===== src/rtl/sample_framer.sv =====
// sample_framer: packs stereo 24-bit ADC sample pairs into 9-byte frames
// (sync, seq/overflow, left, right, XOR checksum) for a byte-wide
// valid/ready FIFO writer. A one-entry holding buffer absorbs a pair that
// arrives mid-frame. Pairs arriving while that buffer is full are counted
// as drops.
module sample_framer (
  input  logic        clk,
  input  logic        rst,
  input  logic [23:0] smp_l,
  input  logic [23:0] smp_r,
  input  logic        smp_strobe,
  input  logic        adc_ovfl_,
  output logic [7:0]  out_data,
  output logic        out_valid,
  input  logic        out_ready,
  output logic [7:0]  drop_cnt,
  output logic        busy
);

  localparam logic [7:0] SYNC_BYTE = 8'hA5;
  localparam logic [3:0] LAST_IDX  = 4'd8;

  typedef enum logic {IDLE, SEND} state_t;

  typedef struct packed {
    logic [23:0] l;
    logic [23:0] r;
    logic        ovf;   // active-high overflow, already inverted
  } pair_t;

  state_t      state_q;
  pair_t       frame_q;
  pair_t       hold_q;
  logic [6:0]  frame_seq_q;
  logic [6:0]  seq_q;
  logic        hold_full_q;
  logic [3:0]  idx_q;
  logic [7:0]  out_data_q;
  logic        out_valid_q;
  logic [7:0]  drop_cnt_q;

  pair_t       in_pair;
  pair_t       load_src_d;
  logic        load_d;
  logic        accept;
  logic        last_accept;
  logic [3:0]  next_idx_d;
  logic [7:0]  next_byte_d;
  logic [7:0]  frame_bytes [9];

  assign in_pair     = '{l: smp_l, r: smp_r, ovf: ~adc_ovfl_};
  assign accept      = out_valid_q & out_ready;
  assign last_accept = accept & (idx_q == LAST_IDX);
  assign next_idx_d  = (idx_q == LAST_IDX) ? 4'd0 : idx_q + 4'd1;

  // Frame bytes built from the stored frame, so the checksum never sees live inputs.
  always_comb begin
    frame_bytes[0] = SYNC_BYTE;
    frame_bytes[1] = {frame_seq_q, frame_q.ovf};
    frame_bytes[2] = frame_q.l[23:16];
    frame_bytes[3] = frame_q.l[15:8];
    frame_bytes[4] = frame_q.l[7:0];
    frame_bytes[5] = frame_q.r[23:16];
    frame_bytes[6] = frame_q.r[15:8];
    frame_bytes[7] = frame_q.r[7:0];
    frame_bytes[8] = frame_bytes[0] ^ frame_bytes[1] ^ frame_bytes[2] ^ frame_bytes[3]
                   ^ frame_bytes[4] ^ frame_bytes[5] ^ frame_bytes[6] ^ frame_bytes[7];
    next_byte_d    = frame_bytes[next_idx_d];
  end

  // Decide whether a new frame starts next cycle, and from which source.
  always_comb begin
    // NOTE: every always_comb output gets a default first so no path infers a latch.
    load_d     = 1'b0;
    load_src_d = in_pair;
    if (!rst) begin
      unique case (state_q)
        IDLE: load_d = smp_strobe;
        SEND: begin
          if (last_accept) begin
            load_d     = hold_full_q | smp_strobe;
            load_src_d = hold_full_q ? hold_q : in_pair;
          end
        end
        default: load_d = 1'b0;
      endcase
    end
  end

  // Sample payload storage: frame register and holding buffer contents.
  // NOTE: payload registers carry no reset; their valid flags (state_q, hold_full_q) do.
  always_ff @(posedge clk) begin
    if (load_d) begin
      frame_q <= load_src_d;
    end
    if (!rst && smp_strobe && state_q == SEND
        && ((!hold_full_q && !last_accept) || (hold_full_q && last_accept))) begin
      hold_q <= in_pair;
    end
  end

  // Control FSM: state, byte index, sequence, holding flag, drop counter and outputs.
  always_ff @(posedge clk) begin
    // NOTE: sequential state uses non-blocking assignments only, so reads see pre-edge values.
    if (rst) begin
      state_q     <= IDLE;
      frame_seq_q <= 7'd0;
      seq_q       <= 7'd0;
      hold_full_q <= 1'b0;
      idx_q       <= 4'd0;
      out_data_q  <= 8'h00;
      out_valid_q <= 1'b0;
      drop_cnt_q  <= 8'h00;
    end else if (load_d) begin
      // Start a new frame; B0 is presented on the following cycle.
      state_q     <= SEND;
      frame_seq_q <= seq_q;
      seq_q       <= seq_q + 7'd1;
      idx_q       <= 4'd0;
      out_data_q  <= SYNC_BYTE;
      out_valid_q <= 1'b1;
      // Draining the holding buffer: refilled only if a strobe lands this cycle.
      if (state_q == SEND && hold_full_q && !smp_strobe) begin
        hold_full_q <= 1'b0;
      end
    end else if (state_q == SEND) begin
      if (last_accept) begin
        // Frame finished with nothing pending.
        state_q     <= IDLE;
        idx_q       <= 4'd0;
        out_data_q  <= 8'h00;
        out_valid_q <= 1'b0;
      end else begin
        if (accept) begin
          idx_q      <= next_idx_d;
          out_data_q <= next_byte_d;
        end
        if (smp_strobe) begin
          if (!hold_full_q) begin
            hold_full_q <= 1'b1;
          end else if (drop_cnt_q != 8'hFF) begin
            drop_cnt_q <= drop_cnt_q + 8'd1;
          end
        end
      end
    end
  end

  assign out_data  = out_data_q;
  assign out_valid = out_valid_q;
  assign drop_cnt  = drop_cnt_q;
  assign busy      = (state_q == SEND) | hold_full_q;

endmodule


===== config.mk =====
export PLATFORM = sky130hd
export DESIGN_NAME = sample_framer
export DESIGN_NICKNAME = d
export VERILOG_FILES = /design/src/rtl/sample_framer.sv
export SDC_FILE = /design/constraint.sdc
export NUM_CORES = 1
export LEC_CHECK = 0
export BUFFER_PORTS_ARGS = -buffer_cell sky130_fd_sc_hd__buf_2
export CAP_MARGIN = 20
export CORE_MARGIN = 2
export CORE_UTILIZATION = 53
export CTS_BUF_LIST = sky130_fd_sc_hd__clkbuf_8
export DETAILED_ROUTE_END_ITERATION = 8
export PLACE_DENSITY = 0.73
export SKIP_CTS_REPAIR_TIMING = 1
export SLEW_MARGIN = 40
export SYNTH_ARGS = -nofsm -noshare
export SYNTH_HDL_FRONTEND = slang
export SYNTH_SLANG_ARGS = --single-unit

===== constraint.sdc =====
create_clock -name clk -period 7.41 [get_ports clk]
set_input_delay 1.1115 -clock clk [delete_from_list [all_inputs] [get_ports clk]]
set_output_delay 1.1115 -clock clk [all_outputs]
set_load 0.05 [all_outputs]

# After elaboration in Yosys (flattened, before gate mapping)
# Index checks and enable logic that the tools add are counted.
# W data, S select, Z words.
[op_classes] addsub=3 magnitude_cmp=1 eq_ne=4 mux=28 bitwise_logic=16 n_reduce_logical=23
[ops] op="$mux W49" n=4
[ops] op="$mux W8" n=6
[ops] op="$xor A8 B8 Y8" n=6
[ops] op="$bmux W8 S4" n=1
[ops] op="$mux W1" n=13
[ops] op="$mux W4" n=3
[ops] op="$add A8 B1 Y8 const B" n=1
[ops] op="$ne A8 B8 Y1 const B" n=1
[ops] op="$reduce_bool A2 Y1" n=4
[ops] op="$add A7 B1 Y7 const B" n=1
[ops] op="$logic_and A1 B1 Y1" n=7
[ops] op="$reduce_and A2 Y1" n=3
[ops] op="$reduce_and A6 Y1" n=1
[ops] op="$ge A5 B5 Y1 const B" n=1
[ops] op="$not A4 Y5" n=1
[ops] op="$add A4 B1 Y4 const B" n=1
[ops] op="$eq A4 B4 Y1 const B" n=1
[ops] op="$logic_not A1 Y1" n=4
[ops] op="$not A1 Y1" n=4
[ops] op="$not A4 Y4" n=1
[ops] op="$reduce_and A4 Y1" n=1
[ops] op="$reduce_bool A3 Y1" n=1
[ops] op="$and A1 B1 Y1" n=2
[ops] op="$ne A2 B1 Y1 const B" n=1
[ops] op="5 further kinds" n=6
[totals] register_bits=135 out_inout_bits=18 word_cells=90

# Depth between registers and ports, before layout
[depth] ltp_word=14 depth_mapped=11

# Worst setup path before layout
# OpenSTA, ideal clock, no wires.
[synth_path] kind="flip-flop to flip-flop" startpoint="reg idx_q[0]" endpoint="reg hold_q[0] (netlist name) (enable)" arrival_time_ns=5.115 required_ns=6.894 setup_slack_ns=1.779 path_stages_with_launch=10 synth_period_minus_slack_ns=5.631 cell_sequence="dfxtp_1 -> clkbuf_1 -> inv_1 -> clkbuf_1 -> ha_1 -> nand3b_1 -> clkbuf_1 -> or3_1 -> nand2_1 -> nor3_1"
[synth_between] elab_chain_cells=6 word_cells_on_any_way=7 cone_classes="1 x eq/ne; 1 x bitwise; 5 x reduce/logical"
[synth_rtl] item="start, declared" line_no="37" rtl="logic [3:0] idx_q;"
[synth_rtl] item="start signal, assigned" line_no="135" rtl="idx_q <= next_idx_d;"
[synth_rtl] item="$eq A4 B4 Y1 (*)" line_no="53" rtl="assign last_accept = accept & (idx_q == LAST_IDX);"
[synth_rtl] item="$and A1 B1 Y1 (*)" line_no="53"
[synth_rtl] item="$logic_not A1 Y1" line_no="97" rtl="&& ((!hold_full_q && !last_accept) || (hold_full_q && last_accept))) begin"
[synth_rtl] item="$logic_and A1 B1 Y1" line_no="97"
[synth_rtl] item="$logic_or A1 B1 Y1 (*)" line_no="97"
[synth_rtl] item="$logic_and A1 B1 Y1 (*)" line_no="97"
[synth_rtl] item="end signal, assigned" line_no="98" rtl="hold_q <= in_pair;"
[synth_rtl] item="end, declared" line_no="33" rtl="pair_t hold_q;"
# Every way passes the cells marked *; elsewhere a longest branch is shown, timed or not.
# A chain may end at the register's enable or synchronous reset.

# Worst setup path in the final report
[layout_path] startpoint="reg idx_q[0]" endpoint="reg out_data_q[5] (netlist: out_data[5])"
[layout_between] elab_chain_cells=10 word_cells_on_any_way=18 cone_classes="1 x add/sub; 1 x eq/ne; 11 x mux; 2 x bitwise; 3 x reduce/logical"
[layout_rtl] item="$add A4 B1 Y4 / $eq A4 B4 Y1 (equally long branches)" line_no="54, 53"
[layout_rtl] item="$mux W4" line_no="54" rtl="assign next_idx_d = (idx_q == LAST_IDX) ? 4'd0 : idx_q + 4'd1;"
[layout_rtl] item="$not A4 Y5 (not written as such)" line_no="68" rtl="next_byte_d = frame_bytes[next_idx_d];"
[layout_rtl] item="$bmux W8 S4" line_no="68"
[layout_rtl] item="$mux W8 (not written as such) (2 in series)" line_no="68"
[layout_rtl] item="$mux W8" line_no="134" rtl="if (accept) begin"
[layout_rtl] item="$mux W8" line_no="127" rtl="if (last_accept) begin"
[layout_rtl] item="$mux W8" line_no="126" rtl="end else if (state_q == SEND) begin"
[layout_rtl] item="$mux W8" line_no="114" rtl="end else if (load_d) begin"
[layout_rtl] item="end signal, assigned" line_no="136" rtl="out_data_q <= next_byte_d;"
[layout_rtl] item="end, declared" line_no="38" rtl="logic [7:0] out_data_q;"
# Parallel ways exist; a longest one is shown, timed or not. The select of a mux whose other input is x is not followed.

==> run metrics <==
Setup CP Type=reg -> reg; Via density=5.68; combinational family with the most area after synthesis=multiplexers; DP HPWL=8.04 mm; Fill cells=906; Slew Limit Headroom=44.5%; core area=0.0114 mm^2; site row count=39; Avg Cell Area, Syn=12.9 um^2; RSZ-0062 raised after global routing=false; Fmax=0.323 GHz; worst-margin pin slew=0.832 ns; commonest non-fill, non-tap cells in the layout=98 x edfxtp_1, 70 x buf_2, 52 x xnor2_1, 47 x mux2_2, 37 x dfxtp_1; vias in the first global route=3847; final worst-path cycle share=41.8%; remaining antenna violation count=0; clock buffer count from CTS=17; Worst-Skew Late Latency=0.45 ns; most common cell after layout, fill and taps aside=edfxtp_1; fin nets=603; post-synthesis xor/xnor area fraction=8.15%; Max Buffers Root-to-Sink=2; drt drc=0; LEAKAGE=2.37 nW; GRT Total Usage=20.3%; EDFF count, synth=98; Hold Crit Class=reg -> reg; crit path from=idx_q[0]; largest net degree at the start of global routing=51; syn_nets=531; crit path to=out_data[5]; crit-path cells=inv_1 -> ha_2 -> and3b_1 -> nor2_1 -> buf_4 -> mux4_2 -> a211oi_1 -> o32ai_1; Root Driver=clkbuf_8; first-pass GRT wire length=19.4 mm; Synth Area in Compound Gates=8.56%; fraction of layout cells with a size suffix above 1=29.5%; post-DR wirelength/cell=16.7 um; CP max stage delay=0.53 ns; Max Slew Vio Count=0; max cap viols=0; status=finished clean; crit-path max FO=14; mapped cell area=0.00612 mm^2; sequential cell area fraction in the yosys report=60.2%; synth top area cells=edfxtp_1 48%, dfxtp_1 12%, mux2_2 8.6%; Arr. time, crit path=3.39 ns; Tot Pwr=1.55 mW; CP max-delay cell=dfxtp_1; WL final=11.7 mm; Final GP Congestion=0.863; First DRT Iteration DRCs=332; Worst R2R Start=idx_q[0]; full die area=0.0124 mm^2; starting density of the core=53.9%; Sink Count=135; Reg clk slew, reported paths=0.07 ns; Yosys top cell area share=48.1%; vias post-DR=3990; diode count=0; worst clock skew=0.00639 ns; area leader, netlist=edfxtp_1; crit path time final=3.09 ns; CP Capture Type=flop; PD cells=222 mW/mm^2; initial antenna violation count=0; DRT Pass-1 Iters=5; CTS tree=yes; Worst IR Drop VDD=0.168 mV; Final Hold Fails=0; mux contribution to synthesized area=11.7%; Synth Register Bits=135; Die Span X=111 um; nature of the critical path startpoint=flop; area grow syn2layout=13.9%; reg2reg path depth=8; Post-Syn Instances=474; r2r endpoint=out_data[5]; ys flop type=edfxtp_1; worst endpoint required time=7.70 ns; IO Pins=71; worst hold path stage count=2; setup violators final=0; placed insts=670; setup tns final=0 ns; Simple-Gate Fraction of Synth Area=8.60%; IO buf count=70; CTS H-tree lvls=4; grt total ovfl=0; Die Height=111 um; r2r setup slk=4.32 ns; Async S/R FF share, synth=0%; distinct cell type count after synthesis=48; Final Non-Filler Cells=702; Post-Synth Adder-Cell Area=0.817%; synthesis warning total=0
worst min-delay path by stage:
stage,start,end,slack [ns]
after floorplan,seq_q[6],frame_seq_q[6],0.44
after global placement,out_data[6],out_data[6],0.45
after detailed placement,out_data[6],out_data[6],0.46
after CTS,out_data[6],out_data[6],0.47
after global routing,out_data[6],out_data[6],0.50
final,out_data[6],out_data[6],0.48
cells by family after synthesis:
family,after synthesis
DFF,135
muxes,57
buffers and inverters,27
and+or+nand+nor,111
AOI/OAI and AO/OA,83
adders and majority gates,4
xor gates and xnor gates,57
state kept, by name, indices dropped and copies added (netlist names), 4 cells and up:
| signal | count |
|---|---|
| frame_bytes | 49 |
| hold_q | 49 |
| drop_cnt | 8 |
| out_data | 8 |
| frame_seq_q | 7 |
| seq_q | 7 |
| idx_q | 4 |
per-layer routing:
metal	routed length [um]	share of wire [%]	global-route usage, %
met4	242	2.1	8.64
met3	585	5.0	6.42
met1	5220	45	26.4
met2	5670	48	31.6
met5	0	0	0
Yosys cell counts (2+ instances only):
cell type / number
a211oi_1: 6
a21oi_1: 27
a221oi_1: 7
a31oi_1: 7
buf_2: 6
clkbuf_1: 14
dfxtp_1: 37
edfxtp_1: 98
ha_1: 4
inv_1: 5
mux2_1: 2
mux2_2: 47
mux4_2: 7
nand2_1: 33
nand2b_1: 4
nand3_1: 15
nand3b_1: 2
nor2_1: 33
nor3_1: 6
nor4_1: 4
o21ai_0: 16
o31ai_1: 6
o32ai_1: 4
or3_1: 4
or4_1: 2
xnor2_1: 52
xor2_1: 5
worst max-delay path: cells and delay by family (launching register included):
kind            cells  cell delay, ns
flops               1            0.53
mux                 1            0.51
compound gates      2            0.39
simple gates        2            0.63
fa+ha+maj           1            0.29
buf+inv             2            0.57
report_power, final:
group | total (mW) | switching, mW | leakage (nW) | internal, mW
clock network | 0.557 | 0.292 | 0.180 | 0.265
registers | 0.855 | 0.0174 | 1.20 | 0.838
logic | 0.134 | 0.0746 | 0.989 | 0.0595
total | 1.55 | 0.384 | 2.37 | 1.16
stage by stage:
step           hold slack [ns]  instance area (um^2)  utilization (%)  setup WS [ns]
6_report                 0.475                  6970             61.3           4.32
5_1_grt                  0.501                  6970             61.3           4.03
4_1_cts                  0.471                  6970             61.3           4.28
3_5_place_dp             0.459                  6610             58.1           4.30
3_3_place_gp             0.446                  6610             58.1           4.44
2_1_floorplan            0.440                  6120                -           1.78
cell type report:
class / instances / area, um^2 / area share (%)
inverter: 5 / 18.8 / 0.269
clock inverter: 15 / 128 / 1.83
sequential: 135 / 3680 / 52.8
multi-input combinational: 312 / 2340 / 33.6
tap: 143 / 179 / 2.57
timing repair buffer: 75 / 388 / 5.56
clock buffer: 17 / 234 / 3.36
Power figures use the tool's default switching activity.
